**src/rtl/data_cache.sv**
```systemverilog
// ============================================================================
// Module   : data_cache
// Brief    : Direct-mapped write-back / write-allocate data cache with a
//            BUSYWAIT stall handshake toward the CPU and block-wide memory.
// Revision : 1.0 - initial release
// ============================================================================
`default_nettype none

module data_cache #(
  parameter int INDEX_BITS = 3
) (
  input  logic        clk,
  input  logic        rst,
  input  logic        i_read,
  input  logic        i_write,
  input  logic [7:0]  i_address,
  input  logic [7:0]  i_writedata,
  output logic [7:0]  o_readdata,
  output logic        o_busywait,
  output logic        o_mem_read,
  output logic        o_mem_write,
  output logic [5:0]  o_mem_address,
  output logic [31:0] o_mem_writedata,
  input  logic [31:0] i_mem_readdata,
  input  logic        i_mem_busywait
);

  localparam int TAG_BITS = 6 - INDEX_BITS;
  localparam int NBLK     = 1 << INDEX_BITS;

  typedef enum logic [1:0] {
    S_IDLE      = 2'd0,
    S_WRITEBACK = 2'd1,
    S_ALLOCATE  = 2'd2,
    S_UPDATE    = 2'd3
  } state_t;

  state_t r_state;
  state_t w_next;

  logic [31:0]         r_data  [NBLK];
  logic [TAG_BITS-1:0] r_tag   [NBLK];
  logic [NBLK-1:0]     r_valid;
  logic [NBLK-1:0]     r_dirty;

  logic [TAG_BITS-1:0]   r_miss_tag;
  logic [INDEX_BITS-1:0] r_miss_idx;
  logic [31:0]           r_fill;

  logic [TAG_BITS-1:0]   w_tag;
  logic [INDEX_BITS-1:0] w_idx;
  logic [1:0]            w_off;
  logic                  w_req;
  logic                  w_hit;

  assign w_tag = i_address[7:8-TAG_BITS];
  assign w_idx = i_address[INDEX_BITS+1:2];
  assign w_off = i_address[1:0];
  assign w_req = i_read | i_write;
  assign w_hit = r_valid[w_idx] && (r_tag[w_idx] == w_tag);

  // On a simultaneous read/write hit this shows the byte before the store lands.
  assign o_readdata = w_hit ? r_data[w_idx][{w_off, 3'b000} +: 8] : 8'h00;

  always_ff @(posedge clk) begin
    if (rst) begin
      r_state    <= S_IDLE;
      r_valid    <= '0;
      r_dirty    <= '0;
      r_miss_tag <= '0;
      r_miss_idx <= '0;
      r_fill     <= '0;
    end else begin
      r_state <= w_next;
      case (r_state)
        S_IDLE: begin
          if (w_req && w_hit && i_write) begin
            r_dirty[w_idx] <= 1'b1;
          end
          if (w_req && !w_hit) begin
            r_miss_tag <= w_tag;
            r_miss_idx <= w_idx;
          end
        end
        S_ALLOCATE: begin
          if (!i_mem_busywait) begin
            r_fill <= i_mem_readdata;
          end
        end
        S_UPDATE: begin
          r_valid[r_miss_idx] <= 1'b1;
          r_dirty[r_miss_idx] <= 1'b0;
        end
        default: ;
      endcase
    end
  end

  // Data and tag arrays are never cleared; valid bits alone qualify them.
  always_ff @(posedge clk) begin
    if (!rst) begin
      if (r_state == S_IDLE && w_req && w_hit && i_write) begin
        r_data[w_idx][{w_off, 3'b000} +: 8] <= i_writedata;
      end
      if (r_state == S_UPDATE) begin
        r_data[r_miss_idx] <= r_fill;
        r_tag[r_miss_idx]  <= r_miss_tag;
      end
    end
  end

  always_comb begin
    w_next          = r_state;
    o_busywait      = 1'b0;
    o_mem_read      = 1'b0;
    o_mem_write     = 1'b0;
    o_mem_address   = 6'h00;
    o_mem_writedata = 32'h0;
    case (r_state)
      S_IDLE: begin
        if (w_req && !w_hit) begin
          o_busywait = 1'b1;
          w_next     = r_dirty[w_idx] ? S_WRITEBACK : S_ALLOCATE;
        end
      end
      S_WRITEBACK: begin
        o_busywait      = 1'b1;
        o_mem_write     = 1'b1;
        o_mem_address   = {r_tag[r_miss_idx], r_miss_idx};
        o_mem_writedata = r_data[r_miss_idx];
        if (!i_mem_busywait) begin
          w_next = S_ALLOCATE;
        end
      end
      S_ALLOCATE: begin
        o_busywait    = 1'b1;
        o_mem_read    = 1'b1;
        o_mem_address = {r_miss_tag, r_miss_idx};
        if (!i_mem_busywait) begin
          w_next = S_UPDATE;
        end
      end
      S_UPDATE: begin
        o_busywait = 1'b1;
        w_next     = S_IDLE;
      end
      default: w_next = S_IDLE;
    endcase
  end

endmodule

`default_nettype wire

```
**config.mk**
```make
export PLATFORM = sky130hd
export DESIGN_NAME = data_cache
export DESIGN_NICKNAME = d
export VERILOG_FILES = /design/src/rtl/data_cache.sv
export SDC_FILE = /design/constraint.sdc
export NUM_CORES = 1
export LEC_CHECK = 0
export CORE_UTILIZATION = 32
export CTS_BUF_LIST = sky130_fd_sc_hd__clkbuf_8
export DETAILED_ROUTE_END_ITERATION = 8
export GPL_TIMING_DRIVEN = 0
export PLACE_DENSITY = 0.44
export SLEW_MARGIN = 40
export SYNTH_ARGS = -nofsm -noshare
export SYNTH_HDL_FRONTEND = slang
export SYNTH_SLANG_ARGS = --single-unit
```
**constraint.sdc**
```tcl
create_clock -name clk -period 3.6 [get_ports clk]
set_clock_uncertainty 0.2 [all_clocks]
set_input_delay 0.72 -clock clk [delete_from_list [all_inputs] [get_ports clk]]
set_output_delay 0.72 -clock clk [all_outputs]
set_load 0.02 [all_outputs]
```
# --- After elaboration in Yosys (flattened, before gate mapping) ---
# Memories as Yosys holds them, arrays and structs flattened. A register that Yosys moved wholly into a read port is not among the register bits.
# Cells that the tools add are included.
word_totals:
  mem_bits_rw: 280
  input_bits: 53
  regBits: 56
  n_memories: 2
  latchBits: 0
  wordCells: 83
  output_inout_bits: 49
  mem_bits_ro: 0
memory_table:
  columns: ["memory", "words", "width", "rd", "rd_clocked_by_memory_dff", "wr", "line_no", "text"]
  rows:
  - ["r_data", 8, 32, 2, 1, 1, "41", "logic [31:0] r_data [NBLK];"]
  - ["r_tag", 8, 3, 2, 1, 1, "42", "logic [TAG_BITS-1:0] r_tag [NBLK];"]
classes:
  muxes: 35
  eq_ne: 8
  mul: 0
  n_shift: 3
  magnitude_cmp: 4
  reduce_logical: 18
  bitwise_logic: 6
  div: 0
  n_addsub: 1
ops:
  columns: ["cell", "count"]
  rows:
  - ["two-way mux 32 bit", 4]
  - ["OR reduction 32 bit", 1]
  - ["variable shift 8 x 7 -> 32 bit (first input constant)", 1]
  - ["variable part select 32 x 6 -> 8 bit", 1]
  - ["variable part select 8 x 7 -> 32 bit", 1]
  - ["two-way mux 8 bit", 2]
  - ["bitwise OR 8 bit", 2]
  - ["case mux 8 bit (2 select lines)", 1]
  - ["two-way mux 3 bit", 5]
  - ["two-way mux 1 bit", 12]
  - ["case mux 6 bit (2 select lines)", 1]
  - ["logical AND 1 bit", 9]
  - ["AND 8 bit", 1]
  - ["less-than comparator 3 x 4 -> 1 bit (second input constant)", 2]
  - ["two-way mux 2 bit", 4]
  - ["!= test 2 bit (second input constant)", 4]
  - ["inverter 8 bit", 1]
  - ["case mux 2 bit (4 select lines)", 1]
  - ["negator 5 -> 7 bit", 1]
  - ["binary-select mux 1 bit (select 3 bit)", 2]
  - ["demux 1 bit (select 3 bit)", 2]
  - ["greater-or-equal comparator 3 x 1 -> 1 bit (second input constant)", 2]
  - ["AND reduction 2 bit", 3]
  - ["equality test 2 bit (second input constant)", 2]
  - ["other kinds (10)", 10]

# --- Logic depth before layout (Yosys ltp) ---
# Gate-level depths: netlist of run 1.
logic_depth:
  word_depth: 9
  depth_mapped: 10
  ltp_nobuf: 7

# --- Worst setup path before layout of run 1 ---
# No wires, ideal clock.
synth_path:
  path_type: "in2out"
  start: "input i_address[3]"
  end: "output o_readdata[5]"
  path_stages: 8
  setup_slack_ns: 0.036
  arrival_time_ns: 2.644
  cell_sequence: "buf_2 buf_2 buf_2 buf_2 mux4_2 a211oi_1 nor3_1 nor3_1"
synth_between:
  elab_chain_len: 4
  elab_cells_between_ends: 8
  cone_classes: "eq/ne: 1; shift: 1; mux: 3; reduce/logical: 1; memory: 2"
synth_rtl:
  columns: ["element", "line_no", "text"]
  rows:
  - ["start, declared", "16", "input logic [7:0] i_address,"]
  - ["parallel branches: the longest is 3 deep, another holds memory read (8 x 32 bit)", null, null]
  - ["two-way mux 8 bit *", "63", "assign o_readdata = w_hit ? r_data[w_idx][{w_off, 3'b000} +: 8] : 8'h00;"]
  - ["end, declared", "18", "output logic [7:0] o_readdata,"]
# Every way passes the cells marked *. The select of a mux whose other input is x is not followed.

# --- Final worst setup path of run 1 ---
layout_path:
  start: "input i_address[2]"
  end: "output o_readdata[7]"
# Same word-level chain as after synthesis.

==> impl_metrics.tcl, run 1 <==
set metrics [dict create \
    fin_crit_ns 3.621 \
    drc 0 \
    switching_share_pct 32.45 \
    grt_max_degree 15 \
    crit_chain "buf_8 > clkinv_2 > clkbuf_2 > o22ai_1 > a32oi_2 > o31ai_4 > a211oi_4 > buf_6" \
    io_buffers 100 \
    dr.pass1.iters 5 \
    syn_nets 1261 \
    core_region_area_sq_um 50380 \
    slowest_stage "clkbuf_2" \
    wire_per_inst_microns 31.90 \
    antenna_found_initial 2 \
    postSynth.asyncResetShare_pct 0 \
    synth_largest_area_cell "edfxtp_1" \
    fillCellCount 4660 \
    ys.flop_type "edfxtp_1" \
    hold_viol_final 0 \
    grt.total_usage_pct 25.67 \
    wirelength_mm 68.30 \
    initial_core_util_pct 32.58 \
    p_leak_nw 7.226 \
    p_per_area_nw_per_um2 503.7 \
    violations "negative setup slack" \
    crit_type "input port to output pin" \
    viasPerCell 5.740 \
    yosys_warnings 0 \
    die_area_sq_um 52190 \
    required_ns 2.68 \
    relSlewSlack_pct 19.50 \
    dpl.hpwl_mm 45.89 \
    status "complete, but fails checks" \
    area_growth_pct 29.65 \
    synth_common_cells "edfxtp_1 (280), nand2_1 (112), mux2i_1 (92), mux4_2 (86), nor2_1 (67)" \
    num_rows 82 \
    synth_cell_type_count 68 \
    cts_hold_buffers 0 \
    setup_slack_ns -0.02060 \
    synthCells 1198 \
    die_w_microns 228.5 \
    root_buffer "clkbuf_8" \
    yosys-top-cells-area "edfxtp_1 (51%), mux4_2 (12%), dfxtp_1 (7.2%)" \
    critPathLaunchType "input port" \
    p_comb_share_pct 27.5 \
    grt_pass1_wl_mm 93.63 \
    ir_drop_mv 0.2121 \
    maxCapViolations 0 \
    dr_total_vias 12290 \
    clock-sinks 339 \
    crit_arrival_ns 2.70 \
    die_y_microns 228.5 \
    switching_power_mw 3.477 \
    grt_overflow_total 0 \
    syn_area_per_cell_sq_um 13.70 \
    drive_gt1_share_pct 30.22 \
    cts_buffers 59 \
    insertion_delay_ns 0.67 \
    drtAntennaViolNets 0 \
    grt_pass1_vias 12220 \
    crit_path_end_kind "output pin" \
    drv_slew 0 \
    netlist.area_leader.share_pct 51.24 \
    layout.nets 1479 \
    cts_htree_levels 2 \
    synth_most_common_cell "edfxtp_1" \
    slowest_delay_ns 0.51 \
    rsz0062_at_grt "true" \
    synth-edff-count 280 \
    io_pins 102 \
    cp_max_fo 10 \
    routabilityCongestion 0.9055 \
    drtIter0Drc 1451 \
    clkTransAtPathRegs_ns 0.06 \
    max_freq_mhz 276.2 \
    netlist_area_sq_um 16410 \
    yosysSeqAreaShare_pct 58.43 \
    final_area_sq_um 21280 \
    timing.final.setup_violations 1 \
    worstMarginPinSlew_ns 1.199 \
    cts_tree "built" \
    pre_cts_ws_ns -2.345 \
    place_area_sq_um 18420 \
    ys_seq_elements 339 \
    period_share_pct 100.6 \
    p_int_mw 7.239 \
    seqPwrFrac_pct 41.7 \
    hold_class "register to register" \
    holdWs_ns 0.2529 \
    pwr-share-clk_pct 30.8 \
    fin_tns_setup_ns -0.02060 \
    max-clock-path-buffers 3 \
]
logic make-up (layout without fill, tap and decap cells):
kind of cell / count (synthesis) / in the layout / synth area share [%]
fa+ha+maj: 10 / 10 / 0.7624
mux: 203 / 203 / 19.13
other cells: 0 / 3 / 0
flops: 339 / 339 / 58.43
buf+inv: 109 / 377 / 2.935
simple gates: 292 / 292 / 8.410
compound gates: 245 / 245 / 10.33
cell usage in the layout (no fill, tap or decap), drive strengths merged, types with 6 or more instances in the layout:
| cell type | n |
|---|---|
| buf | 111 |
| o22ai | 30 |
| clkdlybuf4s50 | 53 |
| ha | 10 |
| mux4 | 86 |
| mux2 | 25 |
| nor3 | 14 |
| a22oi | 9 |
| o21ai | 34 |
| nand3 | 9 |
| nor2 | 68 |
| or3 | 6 |
| dlygate4sd2 | 35 |
| a211oi | 12 |
| inv | 34 |
| nand2 | 112 |
| nor2b | 46 |
| clkinv | 28 |
| a22o | 32 |
| a21o | 7 |
| dfxtp | 59 |
| clkbuf | 114 |
| edfxtp | 280 |
| a31oi | 8 |
| a21oi | 54 |
| o221ai | 9 |
| mux2i | 92 |
| nand2b | 8 |
per-stage QoR:
step,utilization (%),std cells,power (mW)
4_1_cts,41.32,2120,10.68
2_1_floorplan,-,1198,6.024
5_1_grt,42.23,2139,11.07
6_report,42.24,2141,10.72
3_5_place_dp,36.56,1970,7.133
3_3_place_gp,36.23,1970,7.110
worst max-delay path: cells and delay by family:
family / cells / cell delay, ns
compound gates: 4 / 0.91
buf+inv: 4 / 1.05
state kept, by name, indices dropped and copies added, names as in the netlist, named ones only:
| name | flops |
|---|---|
| r_state | 2 |
| r_miss_tag | 3 |
| r_tag | 24 |
| r_valid | 8 |
| r_dirty | 8 |
| r_fill | 32 |
| r_miss_idx | 3 |
| r_data | 256 |
power groups by stage:
stage          Sequential [mW]  Combinational [mW]  Clock (mW)
2_1_floorplan             4.51                1.52           0
3_3_place_gp              4.54                2.57           0
3_5_place_dp              4.55                2.59           0
4_1_cts                   4.47                2.84        3.36
5_1_grt                   4.48                3.08        3.51
6_report                  4.47                2.95        3.30
area by class of cell:
type / count / area, sq um / area share, %
flip-flops and latches: 339 / 9593 / 45.09
plain buffers: 88 / 1100 / 5.169
diodes: 3 / 7.507 / 0.03528
clock inverters: 47 / 190.2 / 0.8939
inverters: 17 / 77.57 / 0.3646
multi-input cells: 750 / 6978 / 32.80
well taps: 672 / 840.8 / 3.952
repair buffers: 161 / 1609 / 7.562
clock buffers: 64 / 880.8 / 4.140
path summary, 6_finish.rpt:
check,slack [ns],startpoint,depth (start not counted),to
worst max-delay path,-0.02,i_address[2],8,o_readdata[7]
worst min-delay path,0.25,r_valid[4]$_SDFFE_PP0P_,1,r_valid[4]$_SDFFE_PP0P_
worst max register to register,0.06,r_state[0]$_SDFFE_PP0P_,7,r_data[6][23]$_DFFE_PP_
worst min register to register,0.25,r_valid[4]$_SDFFE_PP0P_,1,r_valid[4]$_SDFFE_PP0P_
repair_timing:
item,in CTS,in global routing
pin swaps,19,7
gates resized for setup,342,49
cloned,2,3
hold endpoints to repair,0,0
setup endpoints to repair,559,133
setup buffers,41,15
metal layers:
layer  wire length (microns)  global-route usage (%)
met5                       0                       0
met4                    2286                   8.788
met3                    5924                   5.763
met2                   31820                   41.33
met1                   28270                   34.03
Note: power is estimated with default switching activity, not from simulation.
==> run 2: changes to the inputs <==
Settings changed: CORE_ASPECT_RATIO set to 0.75.
==> impl_metrics.tcl, run 2 (synthesis gave the netlist of run 1 again) <==
set metrics [dict create \
    status "complete, but fails checks" \
    core_region_area_sq_um 50370 \
    worstMarginPinSlew_ns 1.165 \
    slowest_stage "a221o_1" \
    fillCellCount 4526 \
    antenna_found_initial 2 \
    crit_chain "buf_8 > buf_12 > buf_4 > buf_4 > mux2_2 > o22ai_1 > a221o_1 > a21oi_2 > a311oi_2 > a211oi_4 > buf_6" \
    viasPerCell 5.877 \
    drtIter0Drc 1504 \
    dr.pass1.iters 5 \
    hold_viol_final 0 \
    die_w_microns 263.5 \
    io_buffers 100 \
    cp_max_fo 9 \
    p_per_area_nw_per_um2 508.8 \
    required_ns 2.68 \
    fin_cells 2134 \
    maxCapViolations 0 \
    drc 0 \
    critPathTopFamily "compound AO/OA/AOI/OAI gates" \
    crit_arrival_ns 2.75 \
    drtAntennaViolNets 0 \
    drv_slew 0 \
    die_y_microns 198.1 \
    drive_gt1_share_pct 32.50 \
    top_regs "r_data (256), r_fill (32), r_tag (24)" \
    use_met3_pct 6.616 \
    hold_class "register to register" \
    grt_max_degree 15 \
    routabilityCongestion 0.9021 \
    period_share_pct 102.1 \
    insertion_delay_ns 0.67 \
    clkTransAtPathRegs_ns 0.07 \
    dpl.hpwl_mm 47.23 \
    layout.nets 1492 \
    grt.total_usage_pct 26.46 \
    max_freq_mhz 272.2 \
    slowest_delay_ns 0.40 \
    grtUsageMet1_pct 38.60 \
    path_common_cell "buf_4" \
    cts_htree_levels 2 \
    initial_core_util_pct 32.58 \
    rsz0062_at_grt "true" \
    setup_slack_ns -0.07391 \
    grt-busiest-layer "met2" \
    holdWs_ns 0.2557 \
    dr_total_vias 12540 \
    critPathLaunchType "input port" \
    crit_type "input port to output pin" \
    relSlewSlack_pct 21.78 \
    p_leak_nw 7.354 \
    area_growth_pct 32.76 \
    ir_drop_mv 0.2215 \
    violations "negative setup slack" \
    crit_path_end_kind "output pin" \
    root_buffer "clkbuf_8" \
    final_util_pct 43.25 \
    grt_overflow_total 0 \
    timing.final.setup_violations 5 \
    die_area_sq_um 52200 \
    regMostFlops "r_data" \
    max-clock-path-buffers 3 \
    wirelength_mm 70.51 \
    grt_pass1_wl_mm 94.63 \
    fin_crit_ns 3.674 \
    grt_util_met2_pct 38.68 \
    largest_reg_flops 256 \
    cts_buffers 58 \
    mostFrequentLayoutCells "edfxtp_1 (280), nand2_1 (104), mux4_2 (86)" \
    io_pins 102 \
    num_rows 71 \
    cp.buffers_inverters 5 \
    cts_tree "built" \
    wire_per_inst_microns 33.04 \
    antenna_cells 0 \
    grt_pass1_vias 11990 \
    final_common_cell "edfxtp_1" \
    clock-sinks 339 \
    placedCellCount 1956 \
]
[run 2: stage by stage]
step / TNS [ns] / cell area, sq um / total power [mW] / setup slack, ns
floorplan: 0 / 16410 / 6.024 / 0.03582
global placement: -935.30 / 18230 / 7.118 / -2.763
detailed placement: -732.74 / 18410 / 7.146 / -2.544
CTS: -0.02963 / 20900 / 10.94 / -0.02558
global route: -6.443 / 21790 / 11.43 / -0.1889
finish: -0.1447 / 21790 / 11.08 / -0.07391
[run 2: repair_timing]
action / 4_1_cts / 5_1_grt
resized for setup: 358 / 104
hold endpoints to repair: 0 / 0
setup endpoints to repair: 561 / 131
cloned: 2 / 6
hold buffers: 0 / 0
setup buffers: 38 / 29
pin swaps: 26 / 38
[run 2: area by class of cell]
type	instances	area, sq um	share of cell area, %
repair buffers	175	1818	8.344
inverters	17	77.57	0.3561
plain buffers	88	1110	5.094
clock buffers	65	894.6	4.106
multi-input cells	750	7213	33.11
clock inverters	43	257.7	1.183
well taps	657	822.0	3.773
flip-flops and latches	339	9594	44.04
[run 2: final timing paths]
kind | start | end | slack, ns | cells after the start
setup / recovery | i_address[4] | o_readdata[0] | -0.07 | 11
hold / removal | r_dirty[6]$_SDFFE_PP0P_ | r_dirty[6]$_SDFFE_PP0P_ | 0.26 | 2
setup reg to reg | r_state[0]$_SDFFE_PP0P_ | r_data[6][8]$_DFFE_PP_ | 0 | 7
hold reg to reg | r_dirty[6]$_SDFFE_PP0P_ | r_dirty[6]$_SDFFE_PP0P_ | 0.26 | 2
[run 2: report_power, final]
part | switching (mW) | internal [mW] | total, mW
registers | 0.0946 | 4.37 | 4.47
logic | 1.77 | 1.27 | 3.04
clock network | 1.70 | 1.87 | 3.57
total | 3.57 | 7.52 | 11.1
[run 2: layer usage]
metal / up-vias / wire length (microns)
li1: 5206 / -
met1: 6414 / 30690
met2: 811 / 30090
met3: 109 / 8044
met4: 2 / 1666
met5: - / 13
[run 2: worst reg2reg max path, stage by stage (launching register included)]
cell and delay (ns):
dfxtp_1 0.38, ha_1 0.16, clkbuf_1 0.38, nor2b_1 0.27, nand2_1 0.17, nor2_1 0.55
o21ai_1 0.44, nor2_2 0.65
